$ cat config.mk
export PLATFORM = sky130hd
export DESIGN_NAME = snn_output_store_flat
export DESIGN_NICKNAME = d
export VERILOG_FILES = /design/src/rtl/snn_output_store_if.sv /design/src/rtl/snn_output_store.sv /design/src/flat_wrapper.sv
export SDC_FILE = /design/constraint.sdc
export NUM_CORES = 1
export LEC_CHECK = 0
export CAP_MARGIN = 20
export CORE_AREA = 2 2 132 134
export DETAILED_ROUTE_END_ITERATION = 16
export DIE_AREA = 0 0 134 136
export PLACE_DENSITY = 0.76
export SYNTH_ARGS = -nofsm -noshare
export SYNTH_HDL_FRONTEND = slang
export SYNTH_SLANG_ARGS = --single-unit
$ cat constraint.sdc
create_clock -name clk -period 2.4 [get_ports clk]
set_input_delay 0.48 -clock clk [delete_from_list [all_inputs] [get_ports clk]]
set_output_delay 0.48 -clock clk [all_outputs]
set_load 0.005 [all_outputs]
$ cat src/rtl/snn_output_store_if.sv
// -----------------------------------------------------------------------------
// snn_output_store_if
//
// Bundles every non-clock/reset signal of snn_output_store: the controller
// handshake for the output-store phase, the spike-counter select/return bus,
// the accumulate-clear strobe, the host read port and the result outputs.
//
// Parameters:
//   NUM_OUTPUTS  number of output neurons (>= 2)
//   COUNT_WIDTH  width of one spike count
//   IDX_WIDTH    index width, $clog2(NUM_OUTPUTS); derived, leave at default
//
// Modports:
//   master  controller / host / counter-array side (drives the requests)
//   slave   snn_output_store side
//
// Signals:
//   output_cntr_rst  m->s  clear index/flags, start a new store pass
//   output_cntr_en   m->s  store one count this cycle
//   outputs_done     s->m  all NUM_OUTPUTS counts stored
//   spike_count_sel  s->m  current index, selects the neuron counter
//   spike_count_in   m->s  count of the selected neuron, same cycle
//   accum_clr        m->s  clear stored results (accumulate build only)
//   host_rd_addr     m->s  host read index
//   host_rd_data     s->m  registered read data, 1-cycle latency
//   result_valid     s->m  results and argmax are complete and stable
//   max_idx          s->m  index of the largest stored count
//   max_count        s->m  largest stored count
// -----------------------------------------------------------------------------
interface snn_output_store_if #(
  parameter int NUM_OUTPUTS = 10,
  parameter int COUNT_WIDTH = 16,
  parameter int IDX_WIDTH   = $clog2(NUM_OUTPUTS)
);

  logic                   output_cntr_rst;
  logic                   output_cntr_en;
  logic                   outputs_done;
  logic [IDX_WIDTH-1:0]   spike_count_sel;
  logic [COUNT_WIDTH-1:0] spike_count_in;
  logic                   accum_clr;
  logic [IDX_WIDTH-1:0]   host_rd_addr;
  logic [COUNT_WIDTH-1:0] host_rd_data;
  logic                   result_valid;
  logic [IDX_WIDTH-1:0]   max_idx;
  logic [COUNT_WIDTH-1:0] max_count;

  modport master (
    output output_cntr_rst,
    output output_cntr_en,
    output spike_count_in,
    output accum_clr,
    output host_rd_addr,
    input  outputs_done,
    input  spike_count_sel,
    input  host_rd_data,
    input  result_valid,
    input  max_idx,
    input  max_count
  );

  modport slave (
    input  output_cntr_rst,
    input  output_cntr_en,
    input  spike_count_in,
    input  accum_clr,
    input  host_rd_addr,
    output outputs_done,
    output spike_count_sel,
    output host_rd_data,
    output result_valid,
    output max_idx,
    output max_count
  );

endinterface : snn_output_store_if

$ cat src/rtl/snn_output_store.sv
// -----------------------------------------------------------------------------
// snn_output_store
//
// Output-store responder for the SNN core controller. During a store pass the
// controller pulses output_cntr_rst once and then raises output_cntr_en; each
// enabled cycle the block presents its index on spike_count_sel, captures the
// returned spike count into a local result register file and updates the
// running argmax. After NUM_OUTPUTS writes it enters COMPLETE and raises
// outputs_done / result_valid. The host reads results through a registered
// port with one cycle of latency.
//
// Optional feature (macro SNN_OUTPUT_ACCUM_EN):
//   defined   - each write adds the count to the stored entry, saturating at
//               2^COUNT_WIDTH-1; argmax uses the accumulated value; accum_clr
//               zeroes all entries and the argmax (clear beats a write).
//   undefined - each write overwrites the entry; accum_clr is ignored.
//
// Ports:
//   clk    system clock, all state on the rising edge
//   rst_n  asynchronous active-low reset (clears everything incl. results)
//   bus    snn_output_store_if.slave, see the interface header for signals
// -----------------------------------------------------------------------------
module snn_output_store #(
  parameter int NUM_OUTPUTS = 10,
  parameter int COUNT_WIDTH = 16,
  parameter int IDX_WIDTH   = $clog2(NUM_OUTPUTS)
) (
  input  logic                clk,
  input  logic                rst_n,
  snn_output_store_if.slave   bus
);

  localparam logic [IDX_WIDTH-1:0]   LAST_IDX  = IDX_WIDTH'(NUM_OUTPUTS - 1);
  localparam logic [IDX_WIDTH:0]     NUM_OUT_W = (IDX_WIDTH + 1)'(NUM_OUTPUTS);
  localparam logic [COUNT_WIDTH-1:0] COUNT_MAX = '1;

  typedef enum logic {
    ST_STORE    = 1'b0,
    ST_COMPLETE = 1'b1
  } state_e;

  // ---------------------------------------------------------------------------
  // State
  // ---------------------------------------------------------------------------
  state_e                 state_q,     state_d;
  logic [IDX_WIDTH-1:0]   idx_q,       idx_d;
  logic [IDX_WIDTH-1:0]   max_idx_q,   max_idx_d;
  logic [COUNT_WIDTH-1:0] max_count_q, max_count_d;
  logic [COUNT_WIDTH-1:0] rd_data_q,   rd_data_d;
  logic [COUNT_WIDTH-1:0] mem_q [NUM_OUTPUTS];

  // Write-port controls for the result register file.
  logic                   mem_we;
  logic                   mem_clr;
  logic [COUNT_WIDTH-1:0] wr_val;

  // ---------------------------------------------------------------------------
  // Value written for the current index
  // ---------------------------------------------------------------------------
`ifdef SNN_OUTPUT_ACCUM_EN
  logic [COUNT_WIDTH:0] acc_sum;

  // One extra bit catches the carry; a carry means saturate.
  assign acc_sum = {1'b0, mem_q[idx_q]} + {1'b0, bus.spike_count_in};
  assign wr_val  = acc_sum[COUNT_WIDTH] ? COUNT_MAX : acc_sum[COUNT_WIDTH-1:0];
  assign mem_clr = bus.accum_clr;
`else
  logic unused_accum_clr;
  logic [COUNT_WIDTH-1:0] unused_count_max;

  assign wr_val           = bus.spike_count_in;
  assign mem_clr          = 1'b0;
  assign unused_accum_clr = bus.accum_clr;
  assign unused_count_max = COUNT_MAX;
`endif

  // ---------------------------------------------------------------------------
  // Next-state logic
  // ---------------------------------------------------------------------------
  always_comb begin
    // NOTE: every target gets a default first, so no path can infer a latch.
    state_d     = state_q;
    idx_d       = idx_q;
    max_idx_d   = max_idx_q;
    max_count_d = max_count_q;
    mem_we      = 1'b0;

    if (bus.output_cntr_rst) begin
      // Start of a new pass; stored results are kept so the host can still
      // read the previous pass until entries get overwritten.
      state_d     = ST_STORE;
      idx_d       = '0;
      max_idx_d   = '0;
      max_count_d = '0;
    end else if (mem_clr) begin
      // Accumulate clear: wipes the argmax too, index and done are untouched;
      // any write in the same cycle is dropped.
      max_idx_d   = '0;
      max_count_d = '0;
    end else if (bus.output_cntr_en) begin
      unique case (state_q)
        ST_STORE: begin
          mem_we = 1'b1;
          // Strict compare keeps the lowest index on ties; index 0 always
          // seeds the argmax so a pass of all-zero counts still reports 0.
          if ((wr_val > max_count_q) || (idx_q == '0)) begin
            max_count_d = wr_val;
            max_idx_d   = idx_q;
          end
          if (idx_q == LAST_IDX) begin
            state_d = ST_COMPLETE;
          end else begin
            idx_d = idx_q + 1'b1;
          end
        end
        ST_COMPLETE: begin
          // Trailing enable from the controller: nothing changes.
        end
        default: begin
          state_d = ST_STORE;
        end
      endcase
    end
  end

  // Host read: out-of-range addresses return zero. Reading mem_q (not the
  // value being written) gives the old entry on a same-cycle collision.
  always_comb begin
    rd_data_d = '0;
    if ({1'b0, bus.host_rd_addr} < NUM_OUT_W) begin
      rd_data_d = mem_q[bus.host_rd_addr];
    end
  end

  // ---------------------------------------------------------------------------
  // Registers
  // ---------------------------------------------------------------------------
  always_ff @(posedge clk or negedge rst_n) begin
    // NOTE: sequential state uses non-blocking assignments only, so every
    // register samples its next value from the same pre-edge snapshot.
    if (!rst_n) begin
      state_q     <= ST_STORE;
      idx_q       <= '0;
      max_idx_q   <= '0;
      max_count_q <= '0;
      rd_data_q   <= '0;
    end else begin
      state_q     <= state_d;
      idx_q       <= idx_d;
      max_idx_q   <= max_idx_d;
      max_count_q <= max_count_d;
      rd_data_q   <= rd_data_d;
    end
  end

  // Result register file.
  always_ff @(posedge clk or negedge rst_n) begin
    // NOTE: this storage is reset on purpose: results must read back as zero
    // after reset and an aborted pass. That keeps it in flops, not a RAM macro.
    if (!rst_n) begin
      for (int i = 0; i < NUM_OUTPUTS; i++) begin
        mem_q[i] <= '0;
      end
    end else if (mem_clr) begin
      for (int i = 0; i < NUM_OUTPUTS; i++) begin
        mem_q[i] <= '0;
      end
    end else if (mem_we) begin
      mem_q[idx_q] <= wr_val;
    end
  end

  // ---------------------------------------------------------------------------
  // Outputs
  // ---------------------------------------------------------------------------
  assign bus.outputs_done    = (state_q == ST_COMPLETE);
  assign bus.result_valid    = (state_q == ST_COMPLETE);
  assign bus.spike_count_sel = idx_q;
  assign bus.host_rd_data    = rd_data_q;
  assign bus.max_idx         = max_idx_q;
  assign bus.max_count       = max_count_q;

endmodule : snn_output_store

$ cat src/flat_wrapper.sv
// flat-port wrapper written by rule: the top's interface ports become plain ports
module snn_output_store_flat 
#(
  parameter int NUM_OUTPUTS = 10,
  parameter int COUNT_WIDTH = 16,
  parameter int IDX_WIDTH   = $clog2(NUM_OUTPUTS)
)
  (clk, rst_n, bus_output_cntr_rst, bus_output_cntr_en, bus_spike_count_in, bus_accum_clr, bus_host_rd_addr, bus_outputs_done, bus_spike_count_sel, bus_host_rd_data, bus_result_valid, bus_max_idx, bus_max_count);
  snn_output_store_if #(.NUM_OUTPUTS(NUM_OUTPUTS), .COUNT_WIDTH(COUNT_WIDTH), .IDX_WIDTH(IDX_WIDTH)) bus_i ();
  input  logic clk;
  input  logic rst_n;
  input wire logic [$bits(bus_i.output_cntr_rst)-1:0] bus_output_cntr_rst;
  input wire logic [$bits(bus_i.output_cntr_en)-1:0] bus_output_cntr_en;
  input wire logic [$bits(bus_i.spike_count_in)-1:0] bus_spike_count_in;
  input wire logic [$bits(bus_i.accum_clr)-1:0] bus_accum_clr;
  input wire logic [$bits(bus_i.host_rd_addr)-1:0] bus_host_rd_addr;
  output wire logic [$bits(bus_i.outputs_done)-1:0] bus_outputs_done;
  output wire logic [$bits(bus_i.spike_count_sel)-1:0] bus_spike_count_sel;
  output wire logic [$bits(bus_i.host_rd_data)-1:0] bus_host_rd_data;
  output wire logic [$bits(bus_i.result_valid)-1:0] bus_result_valid;
  output wire logic [$bits(bus_i.max_idx)-1:0] bus_max_idx;
  output wire logic [$bits(bus_i.max_count)-1:0] bus_max_count;
  assign bus_i.output_cntr_rst = bus_output_cntr_rst;
  assign bus_i.output_cntr_en = bus_output_cntr_en;
  assign bus_i.spike_count_in = bus_spike_count_in;
  assign bus_i.accum_clr = bus_accum_clr;
  assign bus_i.host_rd_addr = bus_host_rd_addr;
  assign bus_outputs_done = bus_i.outputs_done;
  assign bus_spike_count_sel = bus_i.spike_count_sel;
  assign bus_host_rd_data = bus_i.host_rd_data;
  assign bus_result_valid = bus_i.result_valid;
  assign bus_max_idx = bus_i.max_idx;
  assign bus_max_count = bus_i.max_count;
  snn_output_store #(.NUM_OUTPUTS(NUM_OUTPUTS), .COUNT_WIDTH(COUNT_WIDTH), .IDX_WIDTH(IDX_WIDTH)) u_core (.clk(clk), .rst_n(rst_n), .bus(bus_i));
endmodule
==> metrics.txt <==
Mapped Cells=between 600 and 700; Nets=around 800; Synth cell types=39; final core utilization=0.674; PwrDens=roughly 760 mW/mm^2; residual DRC count=0; Area Growth Syn to Fin=21.2%; Mapped Nets=around 740; All-Layer GR Usage=0.247; Worst-path clk slew=~0.060 ns; worst vdd ir=464 uV; Crit. End Element=register; Setup CP Type=register to register; number of DRC markers in iteration 0=363; largest net degree at the start of global routing=58; gpl congestion=about 0.8; share of layout cells above drive strength 1=0.353; Post-DP HPWL=between 10 and 15 mm; Top delay family on crit path=compound AO/OA/AOI/OAI gates; clock sink count=approximately 200; Slew Limit Fails=0; P_leak=approximately 5.2 nW; RSZ-0062 raised after global routing=no; Crit. Startpoint=u_core.bus.max_count[13]; vias in the first global route=~6600; first-pass GRT wire length=35.0 mm; Detail Route Antenna Nets=0; synthesized area per cell=approximately 14 um^2; fin crit period=around 2.2 ns; drt first pass iters=5; critical path's slowest cell=dfrtp_1; final count of hold timing violations=0; commonest non-fill, non-tap cell in the layout=dfrtp_1; Hold Path Class=register to register; Die ar.=~0.018 mm^2; Multi-input gate area=slightly above 0.004 mm^2; critical path fanouts, max=8; clock latency on the worst-skew pair=0.49 ns; Initial Util=0.556; Seq cells post-synth=approximately 200; buffers plus inverters on the worst setup path=3; WL final=approximately 22 mm; YS warnings=0; Core ar.=about 0.017 mm^2; Final WS setup=roughly 0.15 ns; slowest stage delay, CP=about 0.38 ns; pre-CTS WS=-0.318 ns; # port buffers=between 60 and 70; clock skew=0.00708 ns; Fill cells=1157; # Post-CTS Setup Buffers=0; r2r startpoint=u_core.bus.max_count[13]; commonest non-fill, non-tap cells in the layout=dfrtp_1, mux2_2, clkdlybuf4s50_1, buf_4, mux4_2; f_max=445 MHz; width of the die=around 130 um; max_slew headroom=0.636; Ant. Diodes=0; Worst Tran Pin Value=~0.55 ns; CTS tree=done; CP required=about 2.8 ns; Post-Syn Area=about 0.0094 mm^2; H-tree Lvls=1; clock buffer depth=3; routed length per instance=roughly 22 um; die height=roughly 140 um; Ports=67; sequential cell area fraction in the yosys report=0.536; critical-path cell list=inv_1 > ha_1 > a211o_1 > a221o_1 > buf_4 > nor3_2 > buf_4 > o32ai_1; CP startpoint kind=register; clock buffer count from CTS=21; CP Data Arrival Time=approximately 2.6 ns; sequential cell area=around 0.0050 mm^2; hold path start=u_core.mem_q[144]; row count=48; crit share post-route=0.936; vias=about 6100; status=complete, no violations; via/cell ratio=between 6 and 7; root buffer cell=clkbuf_16; final setup vio count=0; Max-cap violations=0; CP most frequent cell=buf_4; grt total ovfl=0; initial antenna violation count=0
final timing paths:
kind / slack [ns] / to / depth (start not counted)
setup / recovery: 0.15 / u_core.bus.max_count[1] / 8
hold / removal: 0.48 / u_core.mem_q[144] / 2
setup reg to reg: 0.15 / u_core.bus.max_count[1] / 8
hold reg to reg: 0.48 / u_core.mem_q[144] / 2
max in group asynchronous: 1.19 / u_core.bus.max_count[15] / 3
min in group asynchronous: 0.50 / u_core.bus.max_count[14] / 2
routing by layer:
layer	global-route usage	vias up	part of all wire
li1	-	2701	-
met3	0.0373	40	0.051
met4	0.0774	0	0.021
met2	0.429	169	0.50
met1	0.324	3189	0.42
met5	0	-	0
metrics by stage:
step	setup TNS [ns]	hold WS [ns]	instances	cell area, um^2	power [mW]
after floorplan	0	0.184	690	9380	4.88
after global placement	-5.21	0.448	980	10700	5.35
after detailed placement	-5.71	0.460	980	10700	5.47
after CTS	0	0.488	1016	11400	8.67
after global routing	0	0.503	1016	11400	8.97
final	0	0.485	1016	11400	8.63
worst min-delay path: stages (launching register included):
cell and delay, ns:
dfrtp_1 0.34, nand2_1 0.05, o21ai_0 0.06
cell type report:
class                      count  share of cell area
clock buffer                  33              0.0537
clock inverter                 2             0.00528
inverter                      21             0.00693
multi-input combinational    414               0.357
sequential                   201               0.442
tap                          225              0.0248
timing repair buffer         120               0.110
power by group:
| part | internal [mW] | switching (mW) | total, mW |
|---|---|---|---|
| sequential | 3.83 | 0.227 | 4.06 |
| combinational | 0.781 | 0.574 | 1.36 |
| clock | 1.95 | 1.27 | 3.22 |
| total | 6.56 | 2.08 | 8.63 |
cells in the mapped netlist:
library cell / number / share of area
nand3_1: 16 / 0.0085
inv_1: 21 / 0.0084
nor2b_1: 15 / 0.010
o21ai_0: 26 / 0.014
nor3_1: 4 / 0.0021
nor3_2: 2 / 0.0021
dfrtp_1: 201 / 0.54
buf_4: 2 / 0.0016
o2bb2ai_1: 1 / 0.00093
a2bb2oi_1: 1 / 0.00093
o21a_1: 2 / 0.0016
a21oi_1: 23 / 0.012
buf_2: 13 / 0.0069
o211ai_1: 1 / 0.00080
nor2_1: 23 / 0.0092
a221o_1: 1 / 0.0011
nand3b_1: 15 / 0.012
buf_1: 3 / 0.0012
a2111o_1: 1 / 0.0012
xnor2_1: 3 / 0.0028
o31a_1: 1 / 0.00093
a211o_1: 1 / 0.00093
a2111oi_0: 1 / 0.00093
mux2i_1: 17 / 0.018
o41ai_1: 5 / 0.0047
ha_1: 20 / 0.027
or4_1: 1 / 0.00080
a21o_1: 1 / 0.00080
o21ai_1: 1 / 0.00053
o32ai_2: 10 / 0.017
nand2b_1: 2 / 0.0013
nand4_1: 4 / 0.0027
clkbuf_1: 36 / 0.014
nand2_1: 23 / 0.0092
mux2_2: 150 / 0.18
a31oi_1: 1 / 0.00067
a32oi_1: 5 / 0.0047
o32ai_1: 5 / 0.0047
mux4_2: 32 / 0.077
repair_timing:
action,4_1_cts,5_1_grt
hold buffers,1,0
setup endpoints to repair,0,2
resized for setup,0,2
endpoints found under the hold margin,47,0
logic make-up (layout without fill, tap and decap cells):
| family | count (synthesis) | in the layout | synth area share |
|---|---|---|---|
| flip-flops | 201 | 201 | 0.536 |
| multiplexers | 199 | 199 | 0.275 |
| AND/OR/NAND/NOR | 105 | 105 | 0.0580 |
| AO/OA/AOI/OAI | 87 | 87 | 0.0688 |
| buffers and inverters | 75 | 176 | 0.0325 |
| adder cells (fa/ha/maj) | 20 | 20 | 0.0267 |
| XOR/XNOR | 3 | 3 | 0.00280 |
registers in the layout (all words and copies together), names as in the netlist:
signal and count:
u_core.bus.max_count 16, u_core.bus.outputs_done 1, u_core.bus.spike_count_sel 4, u_core.bus.host_rd_data 16, u_core.mem_q 160, u_core.bus.max_idx 4
(Power assumes the default switching activity.)
